<file path="src/rtl/instr_issuer.sv">
// Sequencer that fetches program words, pulses run_o per instruction and waits for done_i.
// mvi instructions carry a second (immediate) word; halt and watchdog timeout are terminal.
module instr_issuer #(
   parameter int ADDR_W  = 5,
   parameter int DATA_W  = 9,
   parameter int TIMEOUT = 15
) (
   input  logic              clk_i,
   input  logic              rst_i,
   input  logic              enable_i,
   output logic [ADDR_W-1:0] mem_addr_o,
   input  logic [DATA_W-1:0] mem_data_i,
   output logic [DATA_W-1:0] din_o,
   output logic              run_o,
   input  logic              done_i,
   output logic [ADDR_W-1:0] pc_o,
   output logic [7:0]        instr_count_o,
   output logic              halted_o,
   output logic              error_o
);

   localparam int WD_W = $clog2(TIMEOUT + 1);
   localparam logic [2:0] OPC_MVI  = 3'b001;
   localparam logic [2:0] OPC_HALT = 3'b111;

   typedef enum logic [2:0] {
      S_IDLE,
      S_FETCH,
      S_LATCH_I,
      S_LATCH_D,
      S_ISSUE,
      S_WAIT,
      S_HALT,
      S_ERROR
   } state_t;

   state_t            state_q;
   logic [ADDR_W-1:0] pc_q;
   logic [ADDR_W-1:0] mem_addr_q;
   logic [DATA_W-1:0] din_q;
   logic [DATA_W-1:0] instr_q;
   logic [DATA_W-1:0] imm_q;
   logic [WD_W-1:0]   wdog_q;
   logic [7:0]        count_q;
   logic              run_q;
   logic              halted_q;
   logic              error_q;

   logic              is_mvi;
   logic [ADDR_W-1:0] pc_plus1_d;
   logic [ADDR_W-1:0] pc_done_d;
   logic [WD_W-1:0]   wdog_d;

   assign is_mvi     = (instr_q[2:0] == OPC_MVI);
   assign pc_plus1_d = pc_q + ADDR_W'(1);
   assign pc_done_d  = is_mvi ? (pc_q + ADDR_W'(2)) : pc_plus1_d;
   assign wdog_d     = wdog_q + WD_W'(1);

   always_ff @(posedge clk_i or posedge rst_i) begin
      if (rst_i) begin
         state_q    <= S_IDLE;
         pc_q       <= '0;
         mem_addr_q <= '0;
         din_q      <= '0;
         instr_q    <= '0;
         imm_q      <= '0;
         wdog_q     <= '0;
         count_q    <= '0;
         run_q      <= 1'b0;
         halted_q   <= 1'b0;
         error_q    <= 1'b0;
      end else begin
         case (state_q)
            S_IDLE: begin
               run_q <= 1'b0;
               if (enable_i) state_q <= S_FETCH;
            end
            S_FETCH: begin
               mem_addr_q <= pc_q;
               state_q    <= S_LATCH_I;
            end
            S_LATCH_I: begin
               instr_q <= mem_data_i;
               if (mem_data_i[2:0] == OPC_HALT) begin
                  halted_q <= 1'b1;
                  state_q  <= S_HALT;
               end else if (mem_data_i[2:0] == OPC_MVI) begin
                  // Immediate lives at the following address, wrapping past the top.
                  mem_addr_q <= pc_plus1_d;
                  state_q    <= S_LATCH_D;
               end else begin
                  din_q   <= mem_data_i;
                  run_q   <= 1'b1;
                  state_q <= S_ISSUE;
               end
            end
            S_LATCH_D: begin
               imm_q   <= mem_data_i;
               din_q   <= instr_q;
               run_q   <= 1'b1;
               state_q <= S_ISSUE;
            end
            S_ISSUE: begin
               run_q   <= 1'b0;
               wdog_q  <= '0;
               din_q   <= is_mvi ? imm_q : instr_q;
               state_q <= S_WAIT;
            end
            S_WAIT: begin
               if (done_i) begin
                  pc_q    <= pc_done_d;
                  count_q <= count_q + 8'd1;
                  state_q <= enable_i ? S_FETCH : S_IDLE;
               end else begin
                  wdog_q <= wdog_d;
                  if (wdog_d == WD_W'(TIMEOUT)) begin
                     error_q <= 1'b1;
                     state_q <= S_ERROR;
                  end
               end
            end
            S_HALT, S_ERROR: begin
               run_q <= 1'b0;
            end
            default: state_q <= S_IDLE;
         endcase
      end
   end

   assign mem_addr_o    = mem_addr_q;
   assign din_o         = din_q;
   assign run_o         = run_q;
   assign pc_o          = pc_q;
   assign instr_count_o = count_q;
   assign halted_o      = halted_q;
   assign error_o       = error_q;

endmodule
</file>
<file path="config.mk">
export PLATFORM = sky130hd
export DESIGN_NAME = instr_issuer
export DESIGN_NICKNAME = d
export VERILOG_FILES = /design/src/rtl/instr_issuer.sv
export SDC_FILE = /design/constraint.sdc
export NUM_CORES = 1
export LEC_CHECK = 0
export BUFFER_PORTS_ARGS = -buffer_cell sky130_fd_sc_hd__buf_2
export CAP_MARGIN = 20
export CORE_MARGIN = 1
export CORE_UTILIZATION = 55
export CTS_BUF_LIST = sky130_fd_sc_hd__clkbuf_2 sky130_fd_sc_hd__clkbuf_4 sky130_fd_sc_hd__clkbuf_8
export CTS_CLUSTER_SIZE = 25
export DETAILED_ROUTE_END_ITERATION = 10
export MAX_ROUTING_LAYER = met4
export PLACE_DENSITY = 0.78
export SETUP_SLACK_MARGIN = 0.05
export SYNTH_ARGS = -nofsm -noshare
export SYNTH_HDL_FRONTEND = slang
export SYNTH_SLANG_ARGS = --single-unit
</file>
<file path="constraint.sdc">
create_clock -name clk_i -period 2.9 [get_ports clk_i]
set_input_delay 0.145 -clock clk_i [delete_from_list [all_inputs] [get_ports clk_i]]
set_output_delay 0.145 -clock clk_i [all_outputs]
set_load 0.01 [all_outputs]
</file>
==> impl_metrics.ini <==
[synthesis]
synth_area_mm2 = 0.00276
synthTopCellsByCount = dfrtp_1 (55), nand2_1 (44), o21ai_0 (18), nor2_1 (15), a21oi_1 (14)
synth-main-ff-cell = dfrtp_1
yosysSeqAreaShare_pct = 50.0
avgSynthCellArea_um2 = 10.2
synth_nets = 288
synth_cells = 269
synth.most_common_cell = dfrtp_1
synth_top_cell_by_area = dfrtp_1
ys.warnings.count = 0
yosys.area.top_type_share_pct = 50.0
synth_edf_count = 0
synth_area_leaders = dfrtp_1 (50%), nand2_1 (6.0%), mux2_2 (4.1%), o21ai_0 (3.3%), xnor2_1 (3.2%)
ys_ff_latch = 55
synth.distinct_cells = 50
async_reset_ff_share_pct = 100

[die]
die_x_um = 72.8
ios = 43
core_area_mm2 = 0.00479
placementRows = 25
start_util_pct = 57.6
die_height_um = 72.8
die_area_mm2 = 0.00530

[sta]
worst_pin_slew_ns = 1.02
period_needed_ns = 2.13
finalHoldViolations = 0
slew_headroom_pct = 31.9
tns_ns = 0
slew_viol_final = 0
setup_viol = 0
max_freq_mhz = 469
skew_ns = 0.0110
worst_hold_slack_ns = 0.0510
period_share_pct = 73.6
rsz0062_at_grt = false

[clock_tree]
cts_resized = 0
htree_levels = 2
clk_latency_ns = 0.32
cts-root-buf = clkbuf_8
cts_buffers = 5
post_cts_buffers = 0
cts_tree = yes
cts_max_path_buffers = 2
cts_sinks = 55
clk_pin_slew_ns = 0.10

[detailed_routing]
ant_nets = 0
vias_per_cell = 5.53
vias = 2081
wl_per_cell_um = 14.2
drc = 0
drt_iter0_drc = 154
drt_first_pass_iters = 4
wl_um = 5360

[global_routing]
grt_max_degree = 30
grt_pass1_wl_um = 8960
grt_pass1_vias = 1951
overflow = 0
antenna_found_initial = 0
grtUsageTotal_pct = 22.8

[final_layout]
fin_util_pct = 64.8
drive_gt1_share_pct = 23.3
area_growth_pct = 12.5
layout.nets = 327
antenna_cells = 0
fillerInstances = 403

[placed_design]
post-dp-hpwl_um = 3730
gp_congestion = 0.862
port_buffers = 42

[setup_path]
r2r_start = state_q[1]$_DFFE_PP0P_
cp-end-kind = flip-flop
setup.worst_path.start = state_q[1]$_DFFE_PP0P_
critPathLaunchType = flip-flop
crit_fanout = 20
crit_arrival_ns = 2.30
cp_data_required_time_ns = 3.07
critPathKind = flip-flop to flip-flop

[status]
outcome = finished, final reports clean

[min_path]
min_from = mem_data_i[6]
worstHoldPathType = input port to flip-flop

[run]
cap_violations = 0

[power_and_ir_drop]
pwr_density_cell_mw_per_mm2 = 1000
ir_worst_vdd_mv = 0.515
leakage_nw = 1.50
## timing repair
item                                    CTS  global route
endpoints found under the setup margin    0             0
hold buffers                              1             0
endpoints found under the hold margin    28             0
## flip-flops by register name, summed over array words and instances, names as in the netlist, 3 cells and up
name           count
pc_o               5
imm_q              9
mem_addr_o         5
wdog_q             4
din_o              9
instr_q            9
state_q            3
instr_count_o      8
## cell usage in the layout, fill, tap and decap left out, types with 3 or more instances in the layout
cell type	netlist	layout
dfrtp_1	55	55
nand2_1	44	44
buf_2	8	42
o21ai_0	18	18
nor2_1	15	15
a21oi_1	14	14
xnor2_1	10	10
inv_1	11	10
mux2_2	10	10
mux2i_1	7	7
nor2b_1	6	6
a222oi_1	6	6
ha_1	6	6
xor2_1	5	5
clkbuf_8	0	5
nand4_1	4	4
nand2b_1	3	3
nor3b_1	3	3
a22o_1	3	3
## cells by family after synthesis
| family | synth area share, % |
|---|---|
| xor gates and xnor gates | 4.77 |
| buffers and inverters | 3.91 |
| and+or+nand+nor | 18.2 |
| AOI/OAI and AO/OA | 13.8 |
| adders and majority gates | 2.72 |
| DFF | 50.0 |
| muxes | 6.63 |
## layout make-up
class                           count  area [um^2]  share of cell area [%]
Tap cell                           67         83.8                    2.70
Sequential cell                    55         1380                    44.4
Clock buffer                        6         76.3                    2.46
Multi-Input combinational cell    190         1270                    41.0
Timing Repair Buffer               45          235                    7.59
Clock inverter                      2         16.3                   0.525
Inverter                           11         41.3                    1.33
## routing by layer
| metal | wire (um) | up-vias | track usage (%) |
|---|---|---|---|
| li1 | - | 1029 | - |
| met5 | 0 | - | - |
| met3 | 219 | 7 | 3.59 |
| met1 | 2580 | 989 | 30.1 |
| met4 | 84 | 0 | 9.37 |
| met2 | 2480 | 56 | 35.3 |
## critical path, stage by stage, from the launching register on
cell and delay, ns:
dfrtp_1 0.67, and3b_1 0.54, nor2_1 0.25, a222oi_1 0.39, mux2i_1 0.12
## stage by stage
stage	total power [mW]	worst slack [ns]	cells	instance area, um^2
global route	3.35	0.485	376	3100
CTS	3.11	0.774	376	3100
floorplan	2.30	1.33	269	2760
global placement	2.62	0.846	367	3000
finish	3.10	0.767	376	3100
detailed placement	2.67	0.769	367	3000
## power by group
group	switching [mW]	leakage (nW)	internal, mW
Clock	0.257	0.0452	0.183
Sequential	0.314	0.688	1.08
Combinational	0.685	0.764	0.576
## final timing paths
kind / end / slack, ns / cells after the start
min reg2reg: instr_count_o[7]$_DFFE_PP0P_ / 0.47 / 1
max reg2reg: din_o[5]$_DFFE_PP0P_ / 0.77 / 4
max: din_o[5]$_DFFE_PP0P_ / 0.77 / 4
min in group asynchronous: imm_q[7]$_DFFE_PP0N_ / 0.44 / 3
max in group asynchronous: state_q[0]$_DFFE_PP0P_ / 1.66 / 4
min: imm_q[6]$_DFFE_PP0N_ / 0.05 / 3
Power figures use the tool's default switching activity.
